<file path="src/rtl/qerv_bufreg2_mw.sv">
// Buffer register for the qerv multi-bit datapath: operand B, store data, load extension, shift count.
// Define QERV_BUFREG2_MISALIGN_EN to add the o_misalign output and suppress misaligned byte selects.
module qerv_bufreg2_mw #(
    parameter int BITS_PER_CYCLE = 1,
    parameter int LB = (BITS_PER_CYCLE > 1) ? $clog2(BITS_PER_CYCLE) : 1
) (
    input  logic                      i_clk,
    input  logic                      i_rst_n,
    input  logic                      i_en,
    input  logic                      i_init,
    input  logic                      i_cnt_done,
    input  logic [1:0]                i_lsb,
    input  logic [1:0]                i_size,
    input  logic                      i_signed,
    input  logic                      i_byte_valid,
    input  logic                      i_op_b_sel,
    input  logic                      i_shift_op,
    input  logic                      i_right_shift_op,
    input  logic [BITS_PER_CYCLE-1:0] i_rs2,
    input  logic [BITS_PER_CYCLE-1:0] i_imm,
    input  logic                      i_load,
    input  logic [31:0]               i_dat,
    output logic [BITS_PER_CYCLE-1:0] o_op_b,
    output logic [BITS_PER_CYCLE-1:0] o_q,
    output logic                      o_sh_done,
    output logic                      o_sh_done_r,
    output logic [LB-1:0]             o_rem,
    output logic [31:0]               o_dat,
    output logic [3:0]                o_sel
`ifdef QERV_BUFREG2_MISALIGN_EN
    ,
    output logic                      o_misalign
`endif
);

    localparam int W = BITS_PER_CYCLE;

    typedef enum logic [1:0] {
        SH_IDLE,
        SH_ALIGN,
        SH_COUNT,
        SH_DONE
    } sh_state_e;

    sh_state_e   state_q, state_d;
    logic [31:0] dat_q, dat_d;
    logic [5:0]  ext_pos_q, ext_pos_d;
    logic        sign_q, sign_d;

    logic [5:0]  next_shamt;
    logic [31:0] shift_in;
    logic [5:0]  cnt_next;
    logic        sh_exec;
    logic        align_req;
    logic [5:0]  width;
    logic [4:0]  width_m1;
    logic [4:0]  sign_idx;
    logic [5:0]  ext_sum;
    logic [5:0]  pos;
    logic [4:0]  idx;
    logic        is_byte;
    logic        is_half;
    logic [3:0]  sel;

    assign o_op_b     = i_op_b_sel ? i_rs2 : i_imm;
    assign next_shamt = {dat_q[5+W] & ~(i_shift_op & i_cnt_done), dat_q[4+W:W]};
    assign shift_in   = {o_op_b, dat_q[31:6+W], next_shamt};
    assign cnt_next   = dat_q[5:0] - 6'(W);
    assign sh_exec    = i_shift_op & ~i_init;
    // A single-bit datapath never has a sub-word remainder to align.
    assign align_req  = (W > 1) ? (|dat_q[LB-1:0]) : 1'b0;

    always_comb begin
        state_d = state_q;
        if (!i_shift_op || i_load) begin
            state_d = SH_IDLE;
        end else if (!i_init) begin
            unique case (state_q)
                SH_IDLE:  state_d = (i_right_shift_op && align_req) ? SH_ALIGN : SH_COUNT;
                SH_ALIGN: state_d = SH_COUNT;
                SH_COUNT: state_d = cnt_next[5] ? SH_DONE : SH_COUNT;
                default:  state_d = SH_DONE;
            endcase
        end
    end

    always_comb begin
        dat_d = dat_q;
        if (i_load) begin
            dat_d = i_dat;
        end else if (sh_exec) begin
            if (state_q == SH_COUNT) dat_d[5:0] = cnt_next;
        end else if (i_shift_op || (i_en && i_byte_valid)) begin
            dat_d = shift_in;
        end
    end

    always_comb begin
        unique case (i_size)
            2'b00:   begin width = 6'd8;  width_m1 = 5'd7;  end
            2'b01:   begin width = 6'd16; width_m1 = 5'd15; end
            default: begin width = 6'd32; width_m1 = 5'd31; end
        endcase
    end

    assign sign_idx = {i_lsb, 3'b000} + width_m1;
    assign ext_sum  = ext_pos_q + 6'(W);

    always_comb begin
        ext_pos_d = ext_pos_q;
        sign_d    = sign_q;
        if (i_load) begin
            ext_pos_d = '0;
            sign_d    = i_signed & i_dat[sign_idx];
        end else if (i_en && !i_init) begin
            ext_pos_d = (ext_sum > 6'd32) ? 6'd32 : ext_sum;
        end
    end

    always_ff @(posedge i_clk or negedge i_rst_n) begin
        if (!i_rst_n) begin
            state_q   <= SH_IDLE;
            dat_q     <= '0;
            ext_pos_q <= '0;
            sign_q    <= 1'b0;
        end else begin
            state_q   <= state_d;
            dat_q     <= dat_d;
            ext_pos_q <= ext_pos_d;
            sign_q    <= sign_d;
        end
    end

    // Bits past the accessed width are replaced by the captured sign.
    always_comb begin
        o_q = '0;
        pos = '0;
        idx = '0;
        for (int k = 0; k < W; k++) begin
            pos    = ext_pos_q + 6'(k);
            idx    = {i_lsb, 3'b000} + pos[4:0];
            o_q[k] = (pos < width) ? dat_q[idx] : sign_q;
        end
    end

    assign o_sh_done   = sh_exec & (state_q == SH_COUNT) & cnt_next[5];
    assign o_sh_done_r = dat_q[5];
    assign o_rem       = dat_q[LB-1:0];
    assign o_dat       = dat_q;

    assign is_byte = (i_size == 2'b00);
    assign is_half = (i_size == 2'b01);

    always_comb begin
        unique case (1'b1)
            is_byte: sel = 4'b0001 << i_lsb;
            is_half: sel = 4'b0011 << {i_lsb[1], 1'b0};
            default: sel = 4'b1111;
        endcase
    end

`ifdef QERV_BUFREG2_MISALIGN_EN
    assign o_misalign = (is_half & i_lsb[0]) | (~is_byte & ~is_half & (i_lsb != 2'b00));
    assign o_sel      = o_misalign ? 4'b0000 : sel;
`else
    assign o_sel = sel;
`endif

endmodule

</file>
<file path="config.mk">
export PLATFORM = sky130hd
export DESIGN_NAME = qerv_bufreg2_mw
export DESIGN_NICKNAME = d
export VERILOG_FILES = /design/src/rtl/qerv_bufreg2_mw.sv
export SDC_FILE = /design/constraint.sdc
export NUM_CORES = 1
export LEC_CHECK = 0
export BUFFER_PORTS_ARGS = -buffer_cell sky130_fd_sc_hd__buf_2
export CAP_MARGIN = 20
export CORE_UTILIZATION = 50
export CTS_CLUSTER_SIZE = 25
export DETAILED_ROUTE_END_ITERATION = 8
export GPL_TIMING_DRIVEN = 0
export PLACE_DENSITY = 0.87
export SLEW_MARGIN = 20
export SYNTH_ARGS = -nofsm -noshare
export SYNTH_HDL_FRONTEND = slang
export SYNTH_SLANG_ARGS = --single-unit
</file>
<file path="constraint.sdc">
create_clock -name i_clk -period 2.1 [get_ports i_clk]
set_input_delay 0.21 -clock i_clk [delete_from_list [all_inputs] [get_ports i_clk]]
set_output_delay 0.21 -clock i_clk [all_outputs]
set_load 0.01 [all_outputs]
</file>
==> results.py, run 1 <==
metrics = {
    "synth": {
        "synth_top_cell_by_area": "dfrtp_1",
        "seq_area_frac_synth_pct": 38.5,
        "ys.flop_type": "dfrtp_1",
        "synth_enable_flop_cells": 0,
        "netlist_area_sq_um": 2660,
        "avgSynthCellArea_sq_um": 9.09,
        "synth-seq-cells": 41,
        "synth.distinct_cells": 43,
        "syn-num-nets": 348,
        "netlist_instances": 293,
        "synth_top_area_share_pct": 38.5,
        "synth_warnings": 0,
        "synthArstFlopShare_pct": 100,
        "yosys-top-cells-area": "dfrtp_1 39%, mux2i_1 15%, a21oi_1 7.9%",
    },
    "pwr": {
        "p_switching_uw": 784,
        "cellLeakagePower_nw": 1.57,
        "seq_power_share_pct": 46.0,
        "swShare_pct": 35.4,
        "ir_worst_vdd_mv": 0.508,
        "intPower_mw": 1.43,
        "power_density_nw_per_um2": 656,
        "p_total_mw": 2.22,
        "pwr-share-clk_pct": 23.7,
        "power_frac_comb_pct": 30.2,
    },
    "clocking": {
        "cts.sinks": 41,
        "cts_max_path_buffers": 2,
        "insertion_delay_ns": 0.30,
        "ctsRootBufferMaster": "clkbuf_8",
        "cts_tree": "built",
        "numCtsBuffers": 5,
        "path_clk_slew_ns": 0.08,
        "htreeDepth": 2,
        "ctsHoldBuffers": 0,
    },
    "worst_setup_path": {
        "path_cells": "buf_4 -> buf_8 -> nor2b_1 -> a211oi_2 -> a221oi_1 -> a21oi_2 -> a41oi_2 -> buf_2",
        "crit_start": "ext_pos_q[0]$_DFFE_PN0P_",
        "criticalPathCategory": "flop to primary output",
        "cp_data_arrival_time_ns": 2.03,
        "critPathMaxStageDelay_ns": 0.39,
        "crit_slowest_cell": "dfrtp_1",
        "reg2regPathDepth": 6,
        "cp.required_ns": 1.89,
        "reg2reg_slack_ns": 0.28,
        "reg2reg_from": "ext_pos_q[1]$_DFFE_PN0P_",
        "cp_top_family": "compound AO/OA/AOI/OAI gates",
        "critical_path_buf_inv_count": 3,
        "end_kind": "primary output",
        "worst-path-max-fanout": 10,
        "reg2reg_to": "ext_pos_q[3]$_DFFE_PN0P_",
        "start_kind": "flop",
    },
    "global_routing": {
        "grt_overflow_total": 0,
        "grt_pass1_wl_um": 11900,
        "antenna_found_initial": 0,
        "first_global_vias": 2535,
        "grt_max_degree": 42,
        "grt_use_total_pct": 27.9,
    },
    "layout": {
        "num-fill-cells": 397,
        "seqCellArea_sq_um": 1030,
        "layout_commonest_cell": "buf_2",
        "layout_common_cells": "92 x buf_2, 41 x nor2_1, 41 x a21oi_1, 41 x mux2i_1, 40 x dfrtp_1",
        "layout-drive-gt1-share_pct": 33.3,
        "multi_input_comb_area_sq_um": 1580,
        "syn_to_final_growth_pct": 26.9,
        "fin_cells": 460,
        "layout.nets": 444,
        "antennaDiodeCount": 0,
    },
    "timing": {
        "min_period_over_period_pct": 107,
        "finalHoldViolCount": 0,
        "slew_viol_final": 0,
        "grt_setup_unrepaired": "yes",
        "skew_ns": 0.00332,
        "period_needed_ns": 2.24,
        "clock.fmax_mhz": 446,
        "finalSetupViolations": 1,
        "relSlewSlack_pct": 37.6,
        "tightest_slew_ns": 0.936,
        "setup_slack_ns": -0.142,
        "final.setup.tns_ns": -0.142,
    },
    "floorplan": {
        "die_h_um": 75.0,
        "initial_core_util_pct": 52.2,
        "core_sq_um": 5110,
        "ios": 90,
        "die_w_um": 75.0,
        "dieArea_sq_um": 5620,
        "rows": 26,
    },
    "drt": {
        "avgRoutedWirePerCell_um": 15.9,
        "drc": 0,
        "wirelength_um": 7330,
        "ant_nets": 0,
        "vias": 2654,
        "drtIter0Drc": 205,
        "firstDrtPassIters": 4,
        "post_drt_via_cell_ratio": 5.77,
    },
    "placed_design": {
        "place_congestion": 0.811,
        "place_hpwl_um": 5120,
        "port_buffers": 87,
        "place_inst": 450,
    },
    "run": {
        "maxCapViolations": 0,
    },
    "hold_path": {
        "hold_path.class": "input port to asynchronous set/reset pin",
    },
    "outcome": {
        "status": "finished with violations",
        "violations": "setup timing",
    },
}
power by group through the flow:
| stage | combinational [mW] | clock, mW | sequential [mW] |
|---|---|---|---|
| finish | 0.671 | 0.526 | 1.02 |
| global route | 0.740 | 0.551 | 1.04 |
| CTS | 0.666 | 0.527 | 1.02 |
| detailed placement | 0.640 | 0 | 1.03 |
| global placement | 0.621 | 0 | 1.02 |
| floorplan | 0.347 | 0 | 1.05 |
Yosys cell counts, types with 2 or more instances:
| cell type | count |
|---|---|
| dfrtp_1 | 41 |
| a22o_1 | 2 |
| nor3_1 | 2 |
| buf_6 | 2 |
| mux2_2 | 2 |
| nor2_1 | 42 |
| a221oi_1 | 3 |
| buf_2 | 6 |
| a211oi_1 | 8 |
| buf_4 | 3 |
| inv_1 | 7 |
| xor2_1 | 2 |
| mux2i_1 | 41 |
| nor3b_1 | 2 |
| a31o_2 | 2 |
| a21oi_1 | 42 |
| nand3_1 | 8 |
| nand2_1 | 16 |
| xnor2_1 | 7 |
| o31ai_1 | 2 |
| o21ai_0 | 9 |
| a31oi_1 | 2 |
| nand2b_1 | 5 |
| clkbuf_1 | 8 |
| ha_1 | 6 |
| nor2b_1 | 6 |
kinds of logic after synthesis:
family | share of synthesized area, %
simple gates | 15.5
compound gates | 18.1
mux | 17.1
flops | 38.5
buf+inv | 5.07
xor+xnor | 2.96
fa+ha+maj | 2.82
layer usage:
| layer | up-vias | GRT usage, % | wire (um) |
|---|---|---|---|
| met1 | 1281 | 35.4 | 3100 |
| met5 | - | 0 | 0 |
| met2 | 118 | 47.8 | 3570 |
| li1 | 1240 | - | - |
| met4 | 0 | 9.85 | 147 |
| met3 | 15 | 5.22 | 521 |
how the worst max path moves through the flow:
stage | to | slack [ns] | depth (start not counted)
floorplan | o_q | 0.23 | 6
global placement | o_q | 0.04 | 7
detailed placement | o_q | 0.01 | 7
CTS | o_q | -0.07 | 7
global route | o_q | -0.20 | 8
finish | o_q | -0.14 | 8
final cells by class:
cell class	instances	share of cell area (%)
multi-input combinational	225	46.9
sequential	41	30.4
timing repair buffer	89	13.3
buffer	19	3.40
tap	70	2.59
clock buffer	5	2.04
inverter	8	0.888
clock inverter	3	0.518
stage by stage:
stage / cell area, sq um / utilization (%) / hold slack (ns) / setup slack (ns)
after floorplan: 2660 / - / -0.0856 / 0.234
after global placement: 3190 / 62.4 / 0.391 / 0.0423
after detailed placement: 3190 / 62.4 / 0.391 / 0.0119
after CTS: 3370 / 66.0 / 0.0714 / -0.0701
after global routing: 3380 / 66.2 / 0.122 / -0.198
final: 3380 / 66.2 / 0.0512 / -0.142
flip-flops by register name, summed over array words and instances (netlist names):
name       cells
state_q        2
ext_pos_q      6
sign_q         1
o_dat         32
worst reg2reg max path, delay by kind of cell, from the launching register on:
kind	cells	cell delay (ns)
AO/OA/AOI/OAI	4	0.68
flip-flops	1	0.59
adder cells (fa/ha/maj)	1	0.33
multiplexers	1	0.14
what timing repair did:
item / 4_1_cts / 5_1_grt
gates resized for setup: 17 / 3
buffers inserted: 2 / 0
endpoints found under the setup margin: 1 / 2
pin swaps: 8 / 1
Power figures use the tool's default switching activity.
==> run 2, diff against run 1 <==
Settings changed: BUFFER_PORTS_ARGS -buffer_cell sky130_fd_sc_hd__buf_2 to -buffer_cell sky130_fd_sc_hd__clkbuf_2.
==> run 2 against run 1 <==
Net effect: the run still ends with setup timing left; flip-flop and latch count did not move; clock power up 24%; clock-buffer cell count grew 1; via count decreased by 2.9%; critical path depth shrank 1; hold slack worse by 0.015 ns; first-iteration DRC count fell by 4.4%; register-to-register slack improved by 0.02 ns; sequential share of layout area fell by 0.12 points; global-route usage down 0.66 points; cell count shrank 0.22%; highest routed layer unchanged.
==> results.py, run 2 (same netlist as run 1, synthesis figures left out) <==
metrics = {
    "timing": {
        "setup_slack_ns": -0.140,
        "final.setup.tns_ns": -0.140,
        "period_needed_ns": 2.24,
        "finalHoldViolCount": 0,
        "finalSetupViolations": 1,
        "hold_ws_ns": 0.0367,
        "min_period_over_period_pct": 107,
        "slew_viol_final": 0,
        "tightest_slew_ns": 0.916,
        "relSlewSlack_pct": 38.9,
        "clock.fmax_mhz": 446,
        "grt_setup_unrepaired": "yes",
        "skew_ns": 0.00313,
    },
    "placed_design": {
        "place_congestion": 0.812,
        "place_inst": 450,
        "dpl_worst_slack_ns": -0.0304,
        "place_hpwl_um": 5060,
        "port_buffers": 87,
    },
    "drt": {
        "drc": 0,
        "avgRoutedWirePerCell_um": 15.5,
        "drtIter0Drc": 196,
        "ant_nets": 0,
        "firstDrtPassIters": 4,
        "vias": 2578,
        "post_drt_via_cell_ratio": 5.62,
        "wirelength_um": 7110,
    },
    "global_routing": {
        "grt_max_degree": 42,
        "antenna_found_initial": 0,
        "grt_use_total_pct": 27.2,
        "first_global_vias": 2391,
        "grt_pass1_wl_um": 11500,
        "grt_overflow_total": 0,
    },
    "hold_path": {
        "hold_path.class": "input port to asynchronous set/reset pin",
    },
    "worst_setup_path": {
        "critPathMaxStageDelay_ns": 0.43,
        "cp_top_family": "compound AO/OA/AOI/OAI gates",
        "cp_data_arrival_time_ns": 2.03,
        "path_cells": "ha_4 -> nand2_1 -> a211oi_2 -> a221oi_2 -> a21oi_1 -> a41oi_2 -> buf_2",
        "end_kind": "primary output",
        "criticalPathCategory": "flop to primary output",
        "start_kind": "flop",
        "critical_path_buf_inv_count": 1,
        "crit_slowest_cell": "dfrtp_2",
        "cp.required_ns": 1.89,
        "worst-path-max-fanout": 4,
    },
    "floorplan": {
        "rows": 26,
        "dieArea_sq_um": 5620,
        "core_sq_um": 5110,
        "die_w_um": 75.0,
        "ios": 90,
        "die_h_um": 75.0,
        "initial_core_util_pct": 52.2,
    },
    "clocking": {
        "insertion_delay_ns": 0.30,
        "ctsHoldBuffers": 0,
        "ctsRootBufferMaster": "clkbuf_8",
        "path_clk_slew_ns": 0.08,
        "cts.sinks": 41,
        "htreeDepth": 2,
        "cts_tree": "built",
        "numCtsBuffers": 5,
        "cts_max_path_buffers": 2,
    },
    "pwr": {
        "cellLeakagePower_nw": 1.60,
        "ir_worst_vdd_mv": 0.469,
        "power_density_nw_per_um2": 689,
    },
    "run": {
        "maxCapViolations": 0,
    },
    "layout": {
        "antennaDiodeCount": 0,
        "final_core_util_pct": 66.5,
        "layout_commonest_cell": "clkbuf_2",
        "largest_reg_flops": 32,
        "layout_common_cells": "85 x clkbuf_2, 42 x a21oi_1, 41 x nor2_1, 41 x mux2i_1, 40 x dfrtp_1",
        "layout-drive-gt1-share_pct": 32.6,
        "syn_to_final_growth_pct": 27.4,
        "fin_cells": 459,
        "layout.nets": 443,
    },
    "outcome": {
        "status": "finished with violations",
        "violations": "setup timing",
    },
}
[run 2: metrics by stage]
step	instance area, sq um	total power [mW]
after floorplan	2660	1.39
after global placement	3190	1.65
after detailed placement	3190	1.67
after CTS	3390	2.34
after global routing	3390	2.45
final	3390	2.34
[run 2: worst paths after layout]
kind,start,to,slack [ns],depth (start not counted)
worst max register to register,ext_pos_q[1]$_DFFE_PN0P_,ext_pos_q[3]$_DFFE_PN0P_,0.30,6
max in group asynchronous,i_rst_n,ext_pos_q[3]$_DFFE_PN0P_,1.43,1
worst min register to register,sign_q$_DFFE_PN0P_,sign_q$_DFFE_PN0P_,0.55,2
worst max-delay path,ext_pos_q[3]$_DFFE_PN0P_,o_q,-0.14,7
worst min-delay path,i_rst_n,o_dat[11]$_DFFE_PN0P_,0.04,1
min in group i_clk,i_dat[2],o_dat[2]$_DFFE_PN0P_,0.13,3
[run 2: per-layer routing]
metal  GRT usage (%)  share of wire [%]
met3            5.35                6.3
met5               0                  0
met2            43.7                 47
met1            36.4                 44
met4            10.9                2.7
[run 2: cell type report]
class | instances | area [sq um]
clock inverters | 2 | 38.8
well taps | 70 | 87.6
flip-flops and latches | 41 | 1030
plain buffers | 19 | 111
fillers | 393 | 1710
clock buffers | 6 | 72.6
inverters | 8 | 30.0
multi-input cells | 225 | 1580
repair buffers | 88 | 443
[run 2: power breakdown]
group | internal (mW) | leakage (nW) | total, mW | switching [mW]
sequential | 0.890 | 0.480 | 1.02 | 0.133
clock | 0.357 | 0.0554 | 0.654 | 0.296
combinational | 0.309 | 1.06 | 0.663 | 0.353
total | 1.56 | 1.60 | 2.34 | 0.782
[run 2: timing repair]
action / in CTS / in global routing
pin swaps: 10 / 2
buffers inserted: 1 / 0
resized for setup: 17 / 2
endpoints found under the setup margin: 1 / 2
[run 2: worst register-to-register path, delay by kind of cell (launching register included)]
family / cells / cell delay, ns
AO/OA/AOI/OAI: 4 / 0.68
adder cells (fa/ha/maj): 1 / 0.32
flip-flops: 1 / 0.59
multiplexers: 1 / 0.15
==> run 3, diff against run 2 <==
Settings changed: CORE_UTILIZATION 50 to 45, PLACE_DENSITY 0.87 to 0.81.
==> run 3 against run 2 <==
Net effect: the flow still finishes with violations (setup timing); critical path depth stayed put; clock-buffer cell count is 1 lower; sequential share of layout area is 0.16 points higher; sequential power hardly changed; cell count is 0.65% higher; maximum frequency is 0.25% higher.
==> results.py, run 3 (same netlist as run 1, synthesis figures left out) <==
metrics = {
    "layout": {
        "syn_to_final_growth_pct": 26.8,
        "seqCellArea_sq_um": 1030,
        "layout.nets": 444,
        "antennaDiodeCount": 0,
        "layout_common_cells": "86 x clkbuf_2, 42 x a21oi_1, 41 x nor2_1, 41 x mux2i_1, 40 x dfrtp_1",
        "multi_input_comb_area_sq_um": 1580,
        "fin_cells": 462,
        "layout-drive-gt1-share_pct": 33.3,
        "finish.instance_area_sq_um": 3380,
        "layout_commonest_cell": "clkbuf_2",
        "num-fill-cells": 524,
        "final_core_util_pct": 60.2,
        "largest_reg_flops": 32,
    },
    "timing": {
        "finalHoldViolCount": 0,
        "tightest_slew_ns": 0.922,
        "relSlewSlack_pct": 38.5,
        "period_needed_ns": 2.23,
        "slew_viol_final": 0,
        "grt_setup_unrepaired": "yes",
        "finalSetupViolations": 1,
        "clock.fmax_mhz": 448,
        "skew_ns": 0.00566,
        "min_period_over_period_pct": 106,
        "setup_slack_ns": -0.134,
    },
    "floorplan": {
        "dieArea_sq_um": 6230,
        "core_sq_um": 5610,
        "initial_core_util_pct": 47.5,
        "die_w_um": 78.9,
        "ios": 90,
        "rows": 27,
        "die_h_um": 78.9,
    },
    "worst_setup_path": {
        "criticalPathCategory": "flop to primary output",
        "cp_data_arrival_time_ns": 2.02,
        "reg2reg_slack_ns": 0.35,
        "critPathMaxStageDelay_ns": 0.43,
        "end_kind": "primary output",
        "reg2reg_from": "ext_pos_q[1]$_DFFE_PN0P_",
        "path_cells": "ha_4 -> nor2b_2 -> nand2_1 -> nor4b_2 -> a21oi_1 -> a41oi_2 -> clkbuf_2",
        "reg2reg_to": "ext_pos_q[3]$_DFFE_PN0P_",
        "reg2regPathDepth": 6,
        "start_kind": "flop",
        "crit_start": "ext_pos_q[3]$_DFFE_PN0P_",
        "crit_slowest_cell": "dfrtp_2",
        "cp_top_family": "simple AND/OR/NAND/NOR gates",
        "cp.required_ns": 1.89,
        "worst-path-max-fanout": 4,
        "critical_path_buf_inv_count": 1,
    },
    "clocking": {
        "insertion_delay_ns": 0.30,
        "htreeDepth": 2,
        "cts_tree": "built",
        "numCtsBuffers": 5,
        "path_clk_slew_ns": 0.08,
        "cts.sinks": 41,
        "cts_max_path_buffers": 2,
        "ctsRootBufferMaster": "clkbuf_8",
    },
    "run": {
        "maxCapViolations": 0,
    },
    "placed_design": {
        "place_hpwl_um": 5260,
        "port_buffers": 87,
        "place_congestion": 0.814,
        "place_area_sq_um": 3190,
        "dpl_worst_slack_ns": -0.0674,
        "place_inst": 452,
    },
    "pwr": {
        "ir_worst_vdd_mv": 0.431,
        "seq_power_share_pct": 46.4,
        "power_density_nw_per_um2": 654,
        "p_switching_uw": 778,
        "power_frac_comb_pct": 29.9,
        "swShare_pct": 35.2,
        "intPower_mw": 1.43,
        "cellLeakagePower_nw": 1.59,
        "pwr-share-clk_pct": 23.7,
    },
    "drt": {
        "vias": 2565,
        "drc": 0,
        "avgRoutedWirePerCell_um": 15.3,
        "firstDrtPassIters": 4,
        "wirelength_um": 7050,
        "post_drt_via_cell_ratio": 5.55,
        "drtIter0Drc": 163,
        "ant_nets": 0,
    },
    "global_routing": {
        "antenna_found_initial": 0,
        "grt_use_total_pct": 24.7,
        "grt_max_degree": 42,
        "first_global_vias": 2530,
        "grt_overflow_total": 0,
        "grt_pass1_wl_um": 12000,
    },
    "outcome": {
        "status": "finished with violations",
        "violations": "setup timing",
    },
    "hold_path": {
        "hold_path.class": "input port to asynchronous set/reset pin",
    },
}
==> run 3: worst reg2reg max path: cells and delay by family (launching register included) <==
kind                       cells  cell delay, ns
DFF                            1            0.55
AOI/OAI and AO/OA              4            0.67
muxes                          1            0.14
adders and majority gates      1            0.31
==> run 3: layout make-up <==
type,instances,area share [%]
buffer,19,3.30
timing repair buffer,89,13.3
inverter,8,0.889
tap,72,2.67
clock inverter,3,0.519
clock buffer,5,2.04
multi-input combinational,225,46.8
sequential,41,30.4
==> run 3: worst max path at each step <==
stage          endpoint  slack, ns  cells after the start
6_report            o_q      -0.13                      7
5_1_grt             o_q      -0.20                      7
4_1_cts             o_q      -0.12                      7
3_5_place_dp        o_q      -0.07                      7
3_3_place_gp        o_q      -0.03                      7
2_1_floorplan       o_q       0.23                      6
==> run 3: repair_timing <==
| item | CTS | global route |
|---|---|---|
| pin swaps | 6 | 1 |
| resized for setup | 13 | 4 |
| hold buffers | 0 | 0 |
| endpoints found under the setup margin | 1 | 2 |
| gates cloned | 0 | 0 |
| buffers inserted | 2 | 0 |
==> run 3: power groups by stage <==
stage          Clock [mW]  Combinational (mW)  Sequential [mW]
2_1_floorplan           0               0.347             1.05
3_3_place_gp            0               0.623             1.03
3_5_place_dp            0               0.639             1.04
4_1_cts             0.532               0.659             1.02
5_1_grt             0.574               0.730             1.04
6_report            0.522               0.661             1.02
==> run 3: per-layer routing <==
layer	track usage, %	part of all wire (%)	up-vias	wire [um]
li1	-	-	1233	-
met1	32.7	44	1242	3100
met2	40.9	49	76	3480
met3	4.02	4.3	14	301
met4	8.91	2.3	0	161
met5	0	0	-	0
==> run 3: through the flow <==
| stage | power [mW] | setup TNS [ns] | hold WS, ns |
|---|---|---|---|
| after floorplan | 1.39 | 0 | -0.0856 |
| after global placement | 1.65 | -0.0327 | 0.428 |
| after detailed placement | 1.68 | -0.0674 | 0.432 |
| after CTS | 2.21 | -0.117 | 0.104 |
| after global routing | 2.35 | -0.197 | 0.114 |
| final | 2.21 | -0.134 | 0.0367 |
